--- src/rtl/div_pkg.sv ---
// rtl/div_pkg.sv - shared types and sizing helpers for the sequential restoring divider.
package div_pkg;

    localparam int W_DEF = 16;
    localparam int CNT_W = $clog2(W_DEF);

    typedef enum logic [1:0] {IDLE, BUSY, DONE} div_state_e;
    typedef enum logic [1:0] {NORMAL, DZ, OVF} div_kind_e;

    function automatic int cnt_bits(input int w);
        return (w < 2) ? 1 : $clog2(w);
    endfunction

endpackage

--- src/rtl/seq_divider_if.sv ---
// rtl/seq_divider_if.sv - operand/result handshake bundle for seq_divider.
interface seq_divider_if #(
    parameter int W = 16
) ();
    logic           in_valid;
    logic           in_ready;
    logic [2*W-1:0] dividend;
    logic [W-1:0]   divisor;
    logic           out_valid;
    logic           out_ready;
    logic [W-1:0]   quotient;
    logic [W-1:0]   remainder;
    logic           div_by_zero;
    logic           overflow;

    modport master (
        output in_valid, dividend, divisor, out_ready,
        input  in_ready, out_valid, quotient, remainder, div_by_zero, overflow
    );

    modport slave (
        input  in_valid, dividend, divisor, out_ready,
        output in_ready, out_valid, quotient, remainder, div_by_zero, overflow
    );
endinterface

--- src/rtl/div_step.sv ---
// rtl/div_step.sv - one combinational restoring-division step: shift in a bit, trial-subtract.
module div_step #(
    parameter int W = 16
) (
    input  logic [W-1:0] rem,
    input  logic         bit_in,
    input  logic [W-1:0] divisor,
    output logic [W-1:0] rem_next,
    output logic         q_bit
);
    logic [W:0] t;
    logic [W:0] diff;

    assign t        = {rem, bit_in};
    assign diff     = t - {1'b0, divisor};
    assign q_bit    = (t >= {1'b0, divisor});
    assign rem_next = q_bit ? diff[W-1:0] : t[W-1:0];
endmodule

--- src/rtl/seq_divider.sv ---
// rtl/seq_divider.sv - iterative radix-2 restoring divider, 2W/W -> W quotient + W remainder.
// DIV_BYPASS_EN: divide-by-zero and overflow results skip the iteration and finish in one cycle.
module seq_divider
    import div_pkg::*;
#(
    parameter int W = W_DEF
) (
    input  logic         clk,
    input  logic         rst_n,
    seq_divider_if.slave bus
);
    localparam int CW = cnt_bits(W);

    div_state_e    state_q, state_d;
    div_kind_e     kind_q, kind_d;
    logic [CW-1:0] cnt_q, cnt_d;
    logic [W-1:0]  rem_q, rem_d;
    logic [W-1:0]  lo_q, lo_d;
    logic [W-1:0]  dvs_q, dvs_d;
    logic [W-1:0]  quo_q, quo_d;
    logic [W-1:0]  erem_q, erem_d;
    logic [W-1:0]  quotient_q, quotient_d;
    logic [W-1:0]  remainder_q, remainder_d;
    logic          dz_q, dz_d;
    logic          ovf_q, ovf_d;

    logic [W-1:0]  step_rem;
    logic          step_q_bit;

    div_step #(.W(W)) u_step (
        .rem      (rem_q),
        .bit_in   (lo_q[W-1]),
        .divisor  (dvs_q),
        .rem_next (step_rem),
        .q_bit    (step_q_bit)
    );

    always_comb begin
        state_d     = state_q;
        kind_d      = kind_q;
        cnt_d       = cnt_q;
        rem_d       = rem_q;
        lo_d        = lo_q;
        dvs_d       = dvs_q;
        quo_d       = quo_q;
        erem_d      = erem_q;
        quotient_d  = quotient_q;
        remainder_d = remainder_q;
        dz_d        = dz_q;
        ovf_d       = ovf_q;

        case (state_q)
            IDLE: begin
                if (bus.in_valid) begin
                    dvs_d   = bus.divisor;
                    rem_d   = bus.dividend[2*W-1:W];
                    lo_d    = bus.dividend[W-1:0];
                    quo_d   = '0;
                    cnt_d   = CW'(W - 1);
                    state_d = BUSY;
                    if (bus.divisor == '0)
                        kind_d = DZ;
                    else if (bus.dividend[2*W-1:W] >= bus.divisor)
                        kind_d = OVF;
                    else
                        kind_d = NORMAL;
                    // The low half is shifted away during BUSY, so keep the divide-by-zero remainder aside.
                    erem_d = (kind_d == DZ) ? bus.dividend[W-1:0] : '0;
`ifdef DIV_BYPASS_EN
                    if (kind_d != NORMAL) begin
                        state_d     = DONE;
                        quotient_d  = '1;
                        remainder_d = erem_d;
                        dz_d        = (kind_d == DZ);
                        ovf_d       = (kind_d == OVF);
                    end
`endif
                end
            end
            BUSY: begin
                rem_d = step_rem;
                lo_d  = {lo_q[W-2:0], 1'b0};
                quo_d = {quo_q[W-2:0], step_q_bit};
                cnt_d = cnt_q - 1'b1;
                if (cnt_q == '0) begin
                    state_d = DONE;
                    if (kind_q == NORMAL) begin
                        quotient_d  = quo_d;
                        remainder_d = step_rem;
                    end else begin
                        quotient_d  = '1;
                        remainder_d = erem_q;
                    end
                    dz_d  = (kind_q == DZ);
                    ovf_d = (kind_q == OVF);
                end
            end
            DONE: begin
                if (bus.out_ready)
                    state_d = IDLE;
            end
            default: state_d = IDLE;
        endcase
    end

    always_ff @(posedge clk or negedge rst_n) begin
        if (!rst_n) begin
            state_q     <= IDLE;
            kind_q      <= NORMAL;
            cnt_q       <= '0;
            rem_q       <= '0;
            lo_q        <= '0;
            dvs_q       <= '0;
            quo_q       <= '0;
            erem_q      <= '0;
            quotient_q  <= '0;
            remainder_q <= '0;
            dz_q        <= 1'b0;
            ovf_q       <= 1'b0;
        end else begin
            state_q     <= state_d;
            kind_q      <= kind_d;
            cnt_q       <= cnt_d;
            rem_q       <= rem_d;
            lo_q        <= lo_d;
            dvs_q       <= dvs_d;
            quo_q       <= quo_d;
            erem_q      <= erem_d;
            quotient_q  <= quotient_d;
            remainder_q <= remainder_d;
            dz_q        <= dz_d;
            ovf_q       <= ovf_d;
        end
    end

    assign bus.in_ready    = (state_q == IDLE);
    assign bus.out_valid   = (state_q == DONE);
    assign bus.quotient    = quotient_q;
    assign bus.remainder   = remainder_q;
    assign bus.div_by_zero = dz_q;
    assign bus.overflow    = ovf_q;
endmodule
--- src/flat_wrapper.sv ---
// flat-port wrapper written by rule: the top's interface ports become plain ports
module seq_divider_flat import div_pkg::*;
#(
    parameter int W = W_DEF
)
  (clk, rst_n, bus_in_valid, bus_dividend, bus_divisor, bus_out_ready, bus_in_ready, bus_out_valid, bus_quotient, bus_remainder, bus_div_by_zero, bus_overflow);
  seq_divider_if #(.W(W)) bus_i ();
  input  logic clk;
  input  logic rst_n;
  input wire logic [$bits(bus_i.in_valid)-1:0] bus_in_valid;
  input wire logic [$bits(bus_i.dividend)-1:0] bus_dividend;
  input wire logic [$bits(bus_i.divisor)-1:0] bus_divisor;
  input wire logic [$bits(bus_i.out_ready)-1:0] bus_out_ready;
  output wire logic [$bits(bus_i.in_ready)-1:0] bus_in_ready;
  output wire logic [$bits(bus_i.out_valid)-1:0] bus_out_valid;
  output wire logic [$bits(bus_i.quotient)-1:0] bus_quotient;
  output wire logic [$bits(bus_i.remainder)-1:0] bus_remainder;
  output wire logic [$bits(bus_i.div_by_zero)-1:0] bus_div_by_zero;
  output wire logic [$bits(bus_i.overflow)-1:0] bus_overflow;
  assign bus_i.in_valid = bus_in_valid;
  assign bus_i.dividend = bus_dividend;
  assign bus_i.divisor = bus_divisor;
  assign bus_i.out_ready = bus_out_ready;
  assign bus_in_ready = bus_i.in_ready;
  assign bus_out_valid = bus_i.out_valid;
  assign bus_quotient = bus_i.quotient;
  assign bus_remainder = bus_i.remainder;
  assign bus_div_by_zero = bus_i.div_by_zero;
  assign bus_overflow = bus_i.overflow;
  seq_divider #(.W(W)) u_core (.clk(clk), .rst_n(rst_n), .bus(bus_i));
endmodule
--- config.mk ---
export PLATFORM = sky130hd
export DESIGN_NAME = seq_divider_flat
export DESIGN_NICKNAME = d
export VERILOG_FILES = /design/src/rtl/div_pkg.sv /design/src/rtl/seq_divider_if.sv /design/src/rtl/div_step.sv /design/src/rtl/seq_divider.sv /design/src/flat_wrapper.sv
export SDC_FILE = /design/constraint.sdc
export NUM_CORES = 1
export LEC_CHECK = 0
export CORE_UTILIZATION = 60
export DETAILED_ROUTE_END_ITERATION = 16
export GPL_ROUTABILITY_DRIVEN = 0
export HOLD_SLACK_MARGIN = 0.1
export PLACE_DENSITY = 0.86
export SYNTH_ARGS = -nofsm -noshare
export SYNTH_HDL_FRONTEND = slang
export SYNTH_SLANG_ARGS = --single-unit
--- constraint.sdc ---
create_clock -name clk -period 5.75 [get_ports clk]
set_input_delay 0.575 -clock clk [delete_from_list [all_inputs] [get_ports clk]]
set_output_delay 0.575 -clock clk [all_outputs]
set_load 0.01 [all_outputs]
[Word level (Yosys, flattened, before mapping)]
Index checks and enable logic that the tools add are counted.
Cells by class
  $add $sub $neg: 2
  order comparisons: 2
  eq/ne operators: 8
  mux-type cells: 20
  reduce and logical (&&, ||, !) cells: 9
Operator list (number)
  $mux 16: 6
  $pmux 16 s2: 2
  $pmux 15 s2: 1
  $ge 17x16->1: 1
  $ge 16x16->1: 1
  $logic_not 16->1: 1
  $sub 16x16->16: 1
  $mux 15: 1
  $mux 2: 7
  $pmux 4 s2: 1
  $eq 2x1->1 const B: 3
  $pmux 2 s3: 1
  $reduce_and 2->1: 3
  $eq 2x2->1 const B: 2
  $logic_not 2->1: 2
  $logic_not 4->1: 1
  $mux 4: 1
  $ne 2x2->1 const B: 2
  $sub 4x1->4 const B: 1
  $reduce_and 3->1: 1
  $ne 2x1->1 const B: 1
  $reduce_bool 2->1: 1
Storage, ports and cells
  bits in registers: 121
  input port bits: 52
  output and inout port bits: 36

[Logic depth before layout (Yosys ltp)]
Gate-level depths: netlist of run 1.
  depth after elaboration: 7
  mapped depth: 12
  depth with buffers taken out: 11

[Hierarchy]
From an unflattened synthesis of run 1, not the netlist that was laid out.
Unflattened totals
  cells, all modules: 725
  area, all modules: 6422.4 um^2
Modules (own cells, without submodules)
  seq_divider: instances 1, cells each 567, area each 5263.8 um^2, seq. area each 3027.9 um^2
  div_step: instances 1, cells each 158, area each 1158.6 um^2, seq. area each 0.0 um^2

[Worst setup path before layout of run 1]
No wires, ideal clock.
  kind: flip-flop to flip-flop
  from: register u_core.rem_q[11]
  to: register u_core.rem_q[14]
  setup time: 0.132 ns
  arrival: 2.460 ns
  path slack: 3.157 ns
  stages on the path, launching flop included: 11
  clock period less this slack: 2.593 ns
  cell sequence: dfrtp_1 -> ha_1 -> a21oi_2 -> o21ai_2 -> or3_4 -> a2111o_1 -> and2_4 -> buf_6 -> buf_6 -> mux2i_1 -> o22ai_1
Between the ends
  longest elaborated chain between the ends: 3
  elaborated cells on any way between the ends: 4
  those cells by class: add/sub: 1; order compare: 1; mux: 2
RTL lines
  start, declared: RTL line seq_divider.sv:17  | logic [W-1:0] rem_q, rem_d;
  start signal, assigned: RTL line seq_divider.sv:124  | rem_q <= rem_d;
  $sub 16x16->16 / $ge 17x16->1 (equally long branches): RTL line div_step.sv:15, div_step.sv:16
  $mux 16 (*): RTL line div_step.sv:17  | assign rem_next = q_bit ? diff[W-1:0] : t[W-1:0];
  $pmux 16 s2 (*): RTL line seq_divider.sv:52  | case (state_q)
Every way passes the cells marked *; elsewhere a longest branch is shown, timed or not.
A chain may end at the register's enable or synchronous reset.

[Final worst setup path of run 1]
  from: register u_core.lo_q[15]
  to: register u_core.remainder_q[10] (netlist: u_core.bus.remainder[10])
Between the ends
  longest elaborated chain between the ends: 3
  elaborated cells on any way between the ends: 4
  those cells by class: add/sub: 1; order compare: 1; mux: 2
RTL lines
  start, declared: RTL line seq_divider.sv:18  | logic [W-1:0] lo_q, lo_d;
  start signal, assigned: RTL line seq_divider.sv:125  | lo_q <= lo_d;
  $sub 16x16->16 / $ge 17x16->1 (equally long branches): RTL line div_step.sv:15, div_step.sv:16
  $mux 16 (*): RTL line div_step.sv:17
  $mux 16 (*): RTL line seq_divider.sv:87  | if (kind_q == NORMAL) begin
  end signal, assigned: RTL line seq_divider.sv:130  | remainder_q <= remainder_d;
  end, declared: RTL line seq_divider.sv:23  | logic [W-1:0] remainder_q, remainder_d;
Marks and branches as above.

==> results by group, run 1 <==
Power and ir drop
  • Switching share of power: 0.4431
  • Total power: 0.005158 W
  • Logic pwr share: 0.522
  • Pwr dens: 655.1 nW/um^2
  • Peak VDD IR: 0.0004226 V
  • Total net switching power: 0.002285 W
  • Internal power: 0.002872 W
  • Power share of the sequential group: 0.277
  • Leak pwr: 3.680 nW
  • Clock Power Share: 0.201

Setup path
  • CP cell instances: inv_1 > ha_1 > inv_1 > fa_1 > a211oi_1 > o21ai_0 > nand3_1 > nand2_1 > xor2_1 > mux2i_1 > a21oi_1
  • WS Path Type: flip-flop to flip-flop
  • CP most frequent cell: inv_1
  • R2R setup slack: 2820 ps
  • Crit Path Max Fanout: 4
  • Data arrival time of the worst path: 3310 ps
  • Worst setup EP type: flip-flop
  • R2r startpoint: u_core.lo_q[15]
  • R2R cell count: 11
  • Crit path launch: u_core.lo_q[15]
  • Startpoint types: flip-flop
  • CP required: 6130 ps
  • Crit path capture: u_core.bus.remainder[10]
  • Largest stage delay on the critical path: 440 ps
  • Capturing point of the worst reg2reg path: u_core.bus.remainder[10]
  • CP max stage cell: fa_1

Clocking
  • Clock root buffer: clkbuf_8
  • TritonCTS clock tree: yes
  • Sink Count: 121
  • Setup bufs post-CTS: 0
  • H-tree Lvls: 4
  • Clk buf depth: 2
  • Clk slew on worst S/H paths: 60 ps
  • PostCTS Resize Cnt: 0
  • CTS Buf Count: 17
  • Clock latency on the worst-skew pair: 540 ps
  • Hold Buf Count CTS: 0

Route
  • Number of remaining DRC errors: 0
  • Drt total wl: 18300 um
  • Drt first-iter violations: 593
  • Post-DR vias/cell: 6.386
  • Remaining antenna violation count: 0
  • Drt pass-1 iters: 6
  • Vias: 6086
  • Wire per inst: 19.20 um

Synth
  • Yosys warns: 0
  • Yosys cell types: 49
  • Largest family of logic cells by synthesized area: compound AO/OA/AOI/OAI gates
  • Netlist Area Pre-Place: 6369 um^2
  • Synth Area in Compound Gates: 0.1890
  • Mux contribution to synthesized area: 0.01906
  • EDFF count, synth: 0
  • Post-Synth Simple-Gate Area: 0.1851
  • Post-Synth Adder-Cell Area: 0.06798
  • Syn Area/Cell: 8.736 um^2
  • Mapped Cells: 729
  • Asr flop ratio synth: 1.000
  • Post-synthesis register bit count: 121
  • Seq/Total Area, Yosys: 0.4754
  • XOR/XNOR share of the synthesized area: 0.01513
  • Syn Nets: 815
  • Top_reg_cell synth: dfrtp_1

Status
  • Status: finished, final reports clean

STA
  • RSZ-0062 raised after global routing: no
  • Worst Skew: 8.100 ps
  • Max Slew Vio Count: 0
  • Final setup fails: 0
  • Final Critical Period: 2930 ps
  • Max_slew headroom: 0.1236
  • Final period utilization: 0.5095
  • Actual slew at the worst max-slew pin: 1311 ps
  • Min Hold Slack: 170.9 ps
  • Max Freq: 0.3413 GHz
  • Setup TNS: 0 ps
  • Final Hold Fails: 0

Layout
  • Layout cell share with drive strength beyond 1: 0.06242
  • Inserted Diodes: 0
  • Number of fillers in the final layout: 674
  • Nets: 890
  • Area growth syn-to-layout: 23.61%
  • Most common cell after layout, fill and taps aside: nand2_1
  • Most frequent cells in the layout: nand2_1 (159), dfrtp_1 (121), o21ai_0 (96)

Floorplanning
  • Die Y-Extent: 105.0 um
  • Total die area: 11030 um^2
  • Rows: 37
  • Core area: 10320 um^2
  • Chip width: 105.0 um
  • Initial Util: 0.6169
  • Boundary Pins: 88

Placement
  • Hpwl dp: 11700 um
  • PortBufs: 87

Flow run
  • Max-Cap Viols: 0

Worst hold path
  • Worst Hold Class: input port to asynchronous set/reset pin

Global routing
  • GR Overflow Total: 0
  • First-pass GRT wire length: 29590 um
  • Initial antenna violation count: 0
  • Gr usage total: 0.3478
  • Pin count of the biggest net entering global routing: 84
  • Vias in the first global route: 5974
[synth_stat cells (7+ instances only)]
| master | count | share of area |
|---|---|---|
| a21o_1 | 11 | 0.013 |
| a21oi_1 | 40 | 0.031 |
| a31oi_1 | 9 | 0.0088 |
| and3_1 | 12 | 0.012 |
| clkbuf_1 | 35 | 0.021 |
| dfrtp_1 | 121 | 0.48 |
| ha_1 | 33 | 0.065 |
| inv_1 | 40 | 0.024 |
| mux2i_1 | 11 | 0.017 |
| nand2_1 | 159 | 0.094 |
| nand3_1 | 22 | 0.017 |
| nor2_1 | 28 | 0.017 |
| nor3_1 | 9 | 0.0071 |
| o21ai_0 | 96 | 0.075 |
| o22ai_1 | 7 | 0.0069 |
| or3_1 | 9 | 0.0088 |
| xnor2_1 | 7 | 0.0096 |
[layer usage]
layer / wire, um / vias to the layer above / GRT usage
li1: - / 2685 / -
met1: 7192 / 2917 / 0.4407
met2: 8484 / 370 / 0.5426
met3: 1454 / 114 / 0.07424
met4: 1168 / 0 / 0.2243
met5: 0 / - / 0
[cell type report]
type                    instances  area (um^2)  area share
clock buffers                  17        414.1     0.05261
flip-flops and latches        121         3028      0.3846
multi-input cells             530         3037      0.3857
repair buffers                 94        920.9      0.1170
inverters                      40        150.1     0.01907
clock inverters                15        152.6     0.01939
well taps                     136        170.2     0.02161
[logic make-up after synthesis]
| group | Yosys count |
|---|---|
| xor+xnor | 11 |
| flops | 121 |
| fa+ha+maj | 34 |
| compound gates | 206 |
| buf+inv | 78 |
| simple gates | 267 |
| mux | 12 |
[critical path: cells and delay by family (launching register included)]
family                     cells  cell delay, ps
DFF                            1             360
adders and majority gates      2             640
buffers and inverters          2             210
xor gates and xnor gates       1             170
AOI/OAI and AO/OA              3             740
and+or+nand+nor                2             350
muxes                          1             300
[power by group through the flow]
stage                     logic [W]  clock network [W]  registers, W
after global placement      0.00244                  0       0.00141
after CTS                   0.00262            0.00103       0.00142
final                       0.00269            0.00104       0.00143
after global routing        0.00291            0.00107       0.00146
after floorplan             0.00179                  0       0.00141
after detailed placement    0.00254                  0       0.00143
[worst min path at each step]
| stage | endpoint | cells after the start |
|---|---|---|
| 5_1_grt | u_core.state_q[1] | 1 |
| 4_1_cts | u_core.dvs_q[4] | 1 |
| 6_report | u_core.dvs_q[4] | 1 |
| 3_3_place_gp | u_core.bus.quotient[9] | 2 |
| 2_1_floorplan | u_core.bus.div_by_zero | 0 |
| 3_5_place_dp | u_core.bus.quotient[6] | 2 |
[sequential cells by signal, indices dropped and copies added, names as in the netlist]
signal,count
u_core.bus.quotient,16
u_core.erem_q,16
u_core.bus.overflow,1
u_core.state_q,2
u_core.quo_q,15
u_core.lo_q,16
u_core.dvs_q,16
u_core.bus.div_by_zero,1
u_core.bus.remainder,16
u_core.kind_q,2
u_core.rem_q,16
u_core.cnt_q,4
[per-stage QoR]
step	worst slack, ps	cells	instance area [um^2]	util
6_report	2820	953	7873	0.7626
5_1_grt	2699	953	7873	0.7626
4_1_cts	2906	953	7873	0.7626
3_5_place_dp	2840	921	7306	0.7077
3_3_place_gp	2950	921	7306	0.7077
2_1_floorplan	3157	729	6369	-
Power figures use the tool's default switching activity.
==> run 2: changes to the inputs <==
CORE_UTILIZATION = 55   (was 60)
PLACE_DENSITY = 0.8   (was 0.86)
clock period = 2.75 ns   (was 5.75 ns; I/O delays follow)
==> run 2 against run 1 <==
Net effect:
- combinational power up 130%
- critical path depth down 3
- count of clock-buffer cells in the layout rose by 3
- first-iteration DRC count fell by 15%
- non-clock buffer count is 19 higher
- clock skew shrank 0.54 ps
- die area increased by 8.9%
- sequential power increased by 110%
- worst hold slack gained 260 ps
- cell area up 4.6%
- core utilization down 1.9 points
- fmax up 8.2%
- critical path type unchanged
- largest cell class unchanged
==> results by group, run 2 (synthesis results as in run 1) <==
Status
  • Status: finished, final reports clean

Route
  • Drt pass-1 iters: 6 (unchanged)
  • Remaining antenna violation count: 0 (unchanged)
  • Drt total wl: 18460 um (+0.85%)
  • Drt first-iter violations: 506 (-15%)
  • Number of remaining DRC errors: 0 (unchanged)
  • Post-DR vias/cell: 6.097 (-4.5%)
  • Wire per inst: 18.89 um (-1.6%)
  • Vias: 5957 (-2.1%)

Setup path
  • WS Path Type: flip-flop to flip-flop
  • CP max stage cell: dfrtp_1
  • Data arrival time of the worst path: 3000 ps (-310 ps)
  • CP required: 3040 ps (-3090 ps)
  • Worst setup EP type: flip-flop
  • R2R cell count: 8 (-3)
  • CP cell instances: ha_2 > nand3_1 > o21bai_2 > a31oi_1 > a2111o_1 > and2_4 > mux2i_2 > o22ai_1
  • Crit Path Max Fanout: 8 (+4)
  • Largest stage delay on the critical path: 430 ps (about the same)
  • Startpoint types: flip-flop

Global routing
  • First-pass GRT wire length: 28810 um (-2.6%)
  • Vias in the first global route: 5781 (-3.2%)
  • Initial antenna violation count: 0 (unchanged)
  • GR Overflow Total: 0 (unchanged)
  • Gr usage total: 0.3187 (-0.02916)
  • Pin count of the biggest net entering global routing: 84 (unchanged)

STA
  • RSZ-0062 raised after global routing: yes
  • Final Hold Fails: 0 (unchanged)
  • Final period utilization: 0.9849 (+0.4754)
  • Max_slew headroom: 0.3256 (+0.2019)
  • Max Freq: 0.3692 GHz (+8.2%)
  • Actual slew at the worst max-slew pin: 1012 ps (-299.7 ps)
  • Max Slew Vio Count: 0 (unchanged)
  • Worst Skew: 7.562 ps (-0.5377 ps)
  • Final Critical Period: 2708 ps (-221.1 ps)
  • Final worst slack: 41.51 ps (-2779 ps)
  • Final setup fails: 0 (unchanged)

Floorplanning
  • Core area: 11080 um^2 (+7.3%)
  • Chip width: 109.6 um (+4.4%)
  • Rows: 38 (+2.7%)
  • Boundary Pins: 88 (unchanged)
  • Initial Util: 0.5749 (-0.04201)
  • Die Y-Extent: 109.6 um (+4.4%)
  • Total die area: 12010 um^2 (+8.9%)

Clocking
  • Clk buf depth: 2 (unchanged)
  • TritonCTS clock tree: yes
  • CTS Buf Count: 17 (unchanged)
  • Clock latency on the worst-skew pair: 420 ps (-120 ps)
  • Sink Count: 121 (unchanged)
  • Clk slew on worst S/H paths: 60 ps (about the same)
  • Clock root buffer: clkbuf_16
  • H-tree Lvls: 4 (unchanged)

Placement
  • Hpwl dp: 12280 um (+5.0%)
  • PortBufs: 87 (unchanged)
  • Pre-CTS setup slack: 43.72 ps (-2796 ps)

Layout
  • Layout cell share with drive strength beyond 1: 0.1027 (+0.04032)
  • Nets: 910 (+2.2%)
  • Number of fillers in the final layout: 778 (+15%)
  • Inserted Diodes: 0 (unchanged)
  • Most common cell after layout, fill and taps aside: nand2_1
  • Area growth syn-to-layout: 29.35%
  • Most frequent cells in the layout: nand2_1 (158), dfrtp_1 (121), o21ai_0 (95)

Flow run
  • Max-Cap Viols: 0 (unchanged)

Power and ir drop
  • Switching share of power: 0.4145 (-0.02855)
  • Power share of the sequential group: 0.258 (-0.019)
  • Pwr dens: 1412 nW/um^2 (+120%)
  • Logic pwr share: 0.529 (+0.007)
  • Internal power: 0.006809 W (+140%)
  • Total net switching power: 0.004821 W (+110%)
  • Total power: 0.01163 W (+130%)
  • Clock Power Share: 0.214 (+0.013)
  • Leak pwr: 3.811 nW (+3.5%)
  • Peak VDD IR: 0.0008621 V (+100%)

Worst hold path
  • Worst Hold Class: input port to flip-flop
  • Hold path depth: 3
## run 2: area by class of cell
| type | count | area, um^2 | area share |
|---|---|---|---|
| clock buffer | 20 | 466.7 | 0.05665 |
| clock inverter | 12 | 193.9 | 0.02354 |
| inverter | 40 | 150.1 | 0.01823 |
| multi-input combinational | 531 | 3120 | 0.3788 |
| sequential | 121 | 3028 | 0.3676 |
| tap | 140 | 175.2 | 0.02126 |
| timing repair buffer | 113 | 1104 | 0.1340 |
## run 2: critical path: cells and delay by family (launching register included)
family	cells	cell delay (ps)
AOI/OAI and AO/OA	4	920
adders and majority gates	1	430
and+or+nand+nor	2	460
muxes	1	340
DFF	1	430
## run 2: final timing paths
path / start / end / slack [ps]
max: u_core.rem_q[1] / u_core.bus.remainder[6] / 40
min: bus_dividend[11] / u_core.lo_q[11] / 430
max reg2reg: u_core.rem_q[1] / u_core.bus.remainder[6] / 40
min reg2reg: u_core.bus.quotient[10] / u_core.bus.quotient[10] / 470
max in group asynchronous: rst_n / u_core.erem_q[6] / 1400
min in group asynchronous: rst_n / u_core.rem_q[3] / 570
## run 2: what timing repair did
action,4_1_cts,5_1_grt
buffers inserted,0,1
endpoints found under the setup margin,0,23
gates resized for setup,0,19
hold endpoints to repair,75,0
hold buffers,1,0
## run 2: power groups by stage
stage                     Combinational, W  Sequential [W]  Clock, W
after floorplan                    0.00373         0.00295         0
after global placement             0.00531         0.00294         0
after detailed placement           0.00554         0.00297         0
after CTS                          0.00564         0.00297   0.00250
after global routing               0.00664         0.00306   0.00257
final                              0.00615         0.00300   0.00248
## run 2: metrics by stage
stage	cells	hold WS [ps]	instance area, um^2	utilization	setup TNS, ps
detailed placement	942	456.8	7476	0.6748	0
CTS	975	428.8	8147	0.7354	0
global placement	942	450.6	7476	0.6748	0
finish	977	433.2	8238	0.7436	0
global route	977	461.6	8238	0.7436	-515.7
floorplan	729	-20.59	6369	-	0
## run 2: per-layer routing
layer	vias to the layer above	wire [um]	global-route usage
met1	2856	7516	0.4179
li1	2721	-	-
met4	0	557	0.1390
met3	57	1490	0.06046
met2	323	8891	0.5171
met5	-	0	0
==> run 3: changes to the inputs <==
CAP_MARGIN = 30   (was unset)
CELL_PAD_IN_SITES_DETAIL_PLACEMENT = 1   (was unset)
CELL_PAD_IN_SITES_GLOBAL_PLACEMENT = 1   (was unset)
CORE_UTILIZATION = 42   (was 55)
PLACE_DENSITY = unset   (was 0.8)
PLACE_DENSITY_LB_ADDON = 0.1   (was unset)
==> run 3 against run 2 <==
Net effect:
- the flow now finishes with violations (negative setup slack)
- fmax fell by 3.1%
- die area rose by 30%
- non-clock buffer count rose by 18
- clock power fell by 12%
- clock skew fell by 2.2 ps
- global-route usage fell by 2.8 points
==> results by group, run 3 (synthesis results as in run 1) <==
Flow run
  • Max-Cap Viols: 0 (unchanged)

Clocking
  • Clk slew on worst S/H paths: 60 ps (about the same)
  • CTS Buf Count: 17 (unchanged)
  • Sink Count: 121 (unchanged)
  • Clk buf depth: 2 (unchanged)
  • H-tree Lvls: 4 (unchanged)
  • Clock root buffer: clkbuf_16
  • TritonCTS clock tree: yes
  • Clock latency on the worst-skew pair: 420 ps (about the same)

Route
  • Drt first-iter violations: 447 (-12%)
  • Drt pass-1 iters: 13 (+7)
  • Wire per inst: 21.08 um (+12%)
  • Drt total wl: 21840 um (+18%)
  • Remaining antenna violation count: 0 (unchanged)
  • Number of remaining DRC errors: 0 (unchanged)
  • Vias: 5986 (+0.49%)
  • Post-DR vias/cell: 5.778 (-5.2%)

STA
  • Max_slew headroom: 0.3560 (+0.03047)
  • Max Slew Vio Count: 0 (unchanged)
  • Actual slew at the worst max-slew pin: 966.0 ps (-45.70 ps)
  • Final worst slack: -44.93 ps (-86.44 ps)
  • Final Hold Fails: 0 (unchanged)
  • Final setup fails: 2 (+2)
  • Setup TNS: -51.27 ps (-51.27 ps)
  • Worst Skew: 5.339 ps (-2.223 ps)
  • Min Hold Slack: 439.5 ps (+6.363 ps)
  • Max Freq: 0.3578 GHz (-3.1%)
  • Final period utilization: 1.016 (+0.03143)
  • Final Critical Period: 2795 ps (+86.44 ps)

Floorplanning
  • Chip width: 125.1 um (+14%)
  • Rows: 44 (+16%)
  • Initial Util: 0.4349 (-0.1400)
  • Total die area: 15660 um^2 (+30%)
  • Die Y-Extent: 125.1 um (+14%)
  • Boundary Pins: 88 (unchanged)
  • Core area: 14640 um^2 (+32%)

Power and ir drop
  • Peak VDD IR: 0.0007454 V (-14%)
  • Pwr dens: 1407 nW/um^2 (-0.30%)
  • Internal power: 0.006597 W (-3.1%)
  • Total net switching power: 0.005104 W (+5.9%)
  • Logic pwr share: 0.557 (+0.028)
  • Leak pwr: 3.854 nW (+1.1%)
  • Total power: 0.01170 W (+0.61%)
  • Clock Power Share: 0.186 (-0.028)
  • Power share of the sequential group: 0.257 (about the same)
  • Switching share of power: 0.4362 (+0.02167)

Setup path
  • R2r startpoint: u_core.rem_q[2]
  • Startpoint types: flip-flop
  • R2R setup slack: -40 ps (-90 ps)
  • Crit Path Max Fanout: 8 (unchanged)
  • Data arrival time of the worst path: 3050 ps (+50 ps)
  • R2R cell count: 8 (unchanged)
  • Capturing point of the worst reg2reg path: u_core.rem_q[4]
  • Worst setup EP type: flip-flop
  • CP required: 3000 ps (-40 ps)
  • WS Path Type: flip-flop to flip-flop

Worst hold path
  • Hold Crit Endpoint: u_core.lo_q[11]
  • Worst Hold Class: input port to flip-flop
  • Hold path depth: 3 (unchanged)
  • HP Start: bus_dividend[11]

Global routing
  • Vias in the first global route: 6432 (+11%)
  • GR Overflow Total: 0 (unchanged)
  • Gr usage total: 0.2904 (-0.02824)
  • First-pass GRT wire length: 35050 um (+22%)
  • Initial antenna violation count: 0 (unchanged)
  • Pin count of the biggest net entering global routing: 84 (unchanged)

Layout
  • Final Util: 0.5677 (-0.1760)
  • Nets: 928 (+2.0%)
  • Layout cell share with drive strength beyond 1: 0.1162 (+0.01345)
  • Most common cell after layout, fill and taps aside: nand2_1
  • Most frequent cells in the layout: nand2_1 (158), dfrtp_1 (120), o21ai_0 (94)
  • Inserted Diodes: 0 (unchanged)
  • Number of fillers in the final layout: 1682 (+120%)
  • Area growth syn-to-layout: 30.53%

Status
  • Status: complete, but fails checks
  • Failing checks: negative setup slack

Placement
  • Pre-CTS setup slack: -100.8 ps (-144.5 ps)
  • Hpwl dp: 14990 um (+22%)
  • PortBufs: 87 (unchanged)
run 3: per-stage QoR:
step,area (um^2),cells
5_1_grt,8313,1036
2_1_floorplan,6369,729
3_3_place_gp,7654,1004
4_1_cts,8249,1035
3_5_place_dp,7654,1004
6_report,8313,1036
run 3: final cells by class:
cell class,count,area [um^2],share of cell area
clock inverters,9,101.3,0.01219
flip-flops and latches,121,3029,0.3644
clock buffers,20,456.7,0.05494
inverters,40,150.1,0.01806
well taps,184,230.2,0.02769
repair buffers,131,1226,0.1475
multi-input cells,531,3119,0.3752
run 3: worst max-delay path: stages (launching register included):
cell	delay, ps
dfrtp_1	400
ha_1	360
a21o_1	220
a21oi_4	240
a31oi_1	140
a2111o_1	520
and2_4	270
mux2i_1	320
o21ai_0	160
run 3: power by group through the flow:
stage	sequential, W	combinational [W]	clock, W
2_1_floorplan	0.00295	0.00373	0
3_3_place_gp	0.00296	0.00563	0
3_5_place_dp	0.00299	0.00589	0
4_1_cts	0.00298	0.00617	0.00219
5_1_grt	0.00308	0.00703	0.00226
6_report	0.00300	0.00652	0.00217
run 3: timing repair:
action | CTS | global route
endpoints found under the hold margin | 53 | 0
setup buffers | 1 | 0
gates resized for setup | 5 | 15
hold buffers | 1 | 0
pin swaps | 1 | 3
endpoints found under the setup margin | 9 | 28
gates cloned | 0 | 1
run 3: how the worst max path moves through the flow:
stage / startpoint / end / slack, ps / cells past startpoint
global placement: u_core.rem_q[11] / u_core.rem_q[1] / 30 / 8
finish: u_core.rem_q[2] / u_core.rem_q[4] / -40 / 8
global route: u_core.dvs_q[3] / u_core.rem_q[4] / -90 / 9
detailed placement: u_core.rem_q[11] / u_core.rem_q[6] / -100 / 8
floorplan: u_core.rem_q[11] / u_core.rem_q[14] / 160 / 10
CTS: u_core.rem_q[11] / u_core.rem_q[0] / 30 / 8
run 3: per-layer routing:
metal,routed length (um),GRT usage,part of all wire,vias up
li1,-,-,-,2744
met1,9565,0.3658,0.44,2993
met2,10550,0.4860,0.48,188
met3,972,0.05520,0.045,61
met4,754,0.1306,0.035,0
met5,0,0,0,-
==> variant, RTL diff (settings of run 2) <==
Take the reset off `lo_q` and load it in a clocked block of its own.
--- a/src/rtl/seq_divider.sv
+++ b/src/rtl/seq_divider.sv
@@ -109,7 +109,6 @@
             kind_q      <= NORMAL;
             cnt_q       <= '0;
             rem_q       <= '0;
-            lo_q        <= '0;
             dvs_q       <= '0;
             quo_q       <= '0;
             erem_q      <= '0;
@@ -122,7 +121,6 @@
             kind_q      <= kind_d;
             cnt_q       <= cnt_d;
             rem_q       <= rem_d;
-            lo_q        <= lo_d;
             dvs_q       <= dvs_d;
             quo_q       <= quo_d;
             erem_q      <= erem_d;
@@ -133,6 +131,10 @@
         end
     end
 
+    always_ff @(posedge clk) begin
+        lo_q <= lo_d;
+    end
+
     assign bus.in_ready    = (state_q == IDLE);
     assign bus.out_valid   = (state_q == DONE);
     assign bus.quotient    = quotient_q;
Formal check against the unedited RTL: no difference found for any inputs over 10 cycles, from zero or initial values and one cycle with rst_n low; that may be too few to reach the edited logic, so the function may still have changed.
==> variant against run 2 <==
The run now ends with setup timing left. Final cell count grew 1.0%. Design area grew 3.1%. Area after synthesis grew 2.1%. Sequential cell count is the same. Clock power shrank 5%. Largest power group unchanged. Clock skew is essentially flat. Combinational power grew 9.6%. Worst setup slack lost 0.068 ns. Largest cell class unchanged. Critical path depth grew 1. Die area grew 2.0%. Critical endpoint is now u_core.bus.remainder[13]$_DFFE_PN0P_. Utilization shrank 0.32 points. Power grew 5.4%. Routed wire length is essentially flat.
==> variant: results (changes against run 2) <==
Timing
The worst-case hold slack is 0.421 ns (-0.0124 ns). The final count of negative-setup-slack endpoints is 7 (+7). The worst-case setup margin in the final layout was -0.0265 ns (-0.0681 ns). The post-route setup TNS is -0.0948 ns (-0.0948 ns). The worst-margin pin slew is 0.736 ns (-0.276 ns).

Global route
The first-pass GRT wire length was 29,100 um (+0.86%). The largest net degree at the start of global routing is 69 (-18%). The number of global-route vias before repair came to 5,930 (+2.6%). The combined global-route utilization of all metal layers is 30.0% (-1.9 points).

Drt
The count of TritonRoute iterations in the first routing pass is 7 (+1). The number of design-rule violations left by the first detailed-router iteration is 564 (+11%). The routed wire length on met2 is 8900 um (about the same). The length of routed met3 wiring was 1140 um (-24%). The average via count per standard cell is 6.11 (+0.17%).

Critical path
On the critical path, the stage with the largest delay is an instance of or4_1. The depth of the worst register-to-register path was 9 (+1). The largest fanout on the critical path is 10 (+2). The longest individual stage delay on the worst path came to 0.52 ns (+0.09 ns). The data arrival time of the critical path is 3.05 ns (+0.05 ns). The endpoint of the worst-slack reg-to-reg timing path is u_core.bus.remainder[13]$_DFFE_PN0P_. Among cell families on the critical path, the largest total delay comes from simple AND/OR/NAND/NOR gates.

Synthesis
The fraction of synthesized area in multiplexers is 2.85% (+0.94 points). The adder-cell share of the synthesized area is 6.66% (-0.14 points). The xor/xnor share of the synthesized area is 1.21% (-0.30 points). The share of synthesized registers carrying an async set or reset is 86.8% (-13 points). After synthesis, the cell types taking the most area are dfrtp_1, nand2_1, edfxtp_1. The number of enable-type register cells in the synthesized netlist is 16 (+16).

The share of synthesized area occupied by flip-flops and latches is 47.8% (+0.27 points). The synthesized area per cell is 8.90 um^2 (+1.9%). The synthesized-area fraction occupied by ao, oa, aoi and oai cells was 16.8% (-2.1 points).

Placed design
The number of instances in the placed design is 946 (+0.42%). The worst setup timing slack at the placement stage is -0.0454 ns (-0.0891 ns). The cell area after placement is 7590 um^2 (+1.5%).

Finish
The number of nets in the layout is 917 (+0.77%). The filler cell count in the final layout is 799 (+2.7%). The fraction of layout instances using a drive strength above 1 is 12.2% (+1.9 points).

Power
The worst-case vdd ir drop is 0.814 mV (-5.5%). The cell leakage power is 3.93 nW (+3.0%).

Outcome
The flow ran to the end, but the final reports show violations. The checks that failed: setup timing.

Worst hold path
The min-delay analysis places its worst path in the category input port to async pin.
==> variant: cell types whose count changed in the layout (fill, tap and decap cells not counted), moves of 6 or more <==
cell	before	now
a21o_1	11	4
a21oi_1	40	27
a22oi_1	4	15
buf_4	23	33
dfrtp_1	121	102
edfxtp_1	0	16
ha_4	0	7
nand2_1	158	177
nor2_1	28	22
o21ai_0	95	85
o22ai_1	7	1
==> variant: worst max-delay path by stage <==
stage                                 startpoint                                    to  cells after the start
finish              u_core.rem_q[10]$_DFFE_PN0P_  u_core.bus.remainder[13]$_DFFE_PN0P_                      9
floorplan            u_core.rem_q[9]$_DFFE_PN0P_   u_core.bus.remainder[0]$_DFFE_PN0P_                      9
CTS                    u_core.lo_q[15]$_DFFE_PP_  u_core.bus.remainder[12]$_DFFE_PN0P_                     11
detailed placement   u_core.rem_q[9]$_DFFE_PN0P_  u_core.bus.remainder[13]$_DFFE_PN0P_                      9
global route         u_core.rem_q[9]$_DFFE_PN0P_  u_core.bus.remainder[13]$_DFFE_PN0P_                      9
global placement     u_core.rem_q[1]$_DFFE_PN0P_  u_core.bus.remainder[13]$_DFFE_PN0P_                      9
==> variant: worst register-to-register path, stage by stage, from the launching register on <==
cell and delay [ns]:
dfrtp_1 0.44, ha_4 0.32, nand4_1 0.17, or4_1 0.52
o211ai_1 0.13, a211o_1 0.26, a31o_1 0.19, buf_6 0.21
mux2i_4 0.30, o21ai_0 0.10
==> variant: cell type report <==
| class | count | area (um^2) | area share [%] |
|---|---|---|---|
| sequential | 121 | 3110 | 36.6 |
| tap | 143 | 179 | 2.11 |
| clock buffer | 19 | 464 | 5.47 |
| multi-input combinational | 526 | 3250 | 38.3 |
| inverter | 42 | 158 | 1.86 |
| timing repair buffer | 123 | 1160 | 13.7 |
| clock inverter | 13 | 165 | 1.95 |
==> variant: logic make-up (layout without fill, tap and decap cells) <==
group,after synthesis,in the layout
muxes,18,18
DFF,121,121
xor gates and xnor gates,9,9
buffers and inverters,83,197
adders and majority gates,34,34
and+or+nand+nor,284,284
AOI/OAI and AO/OA,181,181
==> variant: metal layers <==
layer	vias up	GRT usage, %
met2	277	48.5
met5	-	0
met4	0	14.0
met3	65	5.80
met1	2943	39.1
li1	2743	-
==> variant: report_power, final <==
| part | leakage, nW | internal (mW) | switching (mW) | total (mW) |
|---|---|---|---|---|
| Clock | 0.305 | 1.51 | 0.853 | 2.36 |
| Sequential | 1.50 | 2.64 | 0.515 | 3.15 |
| Combinational | 2.12 | 3.05 | 3.69 | 6.74 |
==> variant: what timing repair did <==
item,in CTS,in global routing
endpoints found under the hold margin,42,0
pin swaps,0,4
setup buffers,2,6
resized for setup,8,32
hold buffers,1,0
setup endpoints to repair,13,29
gates cloned,0,0
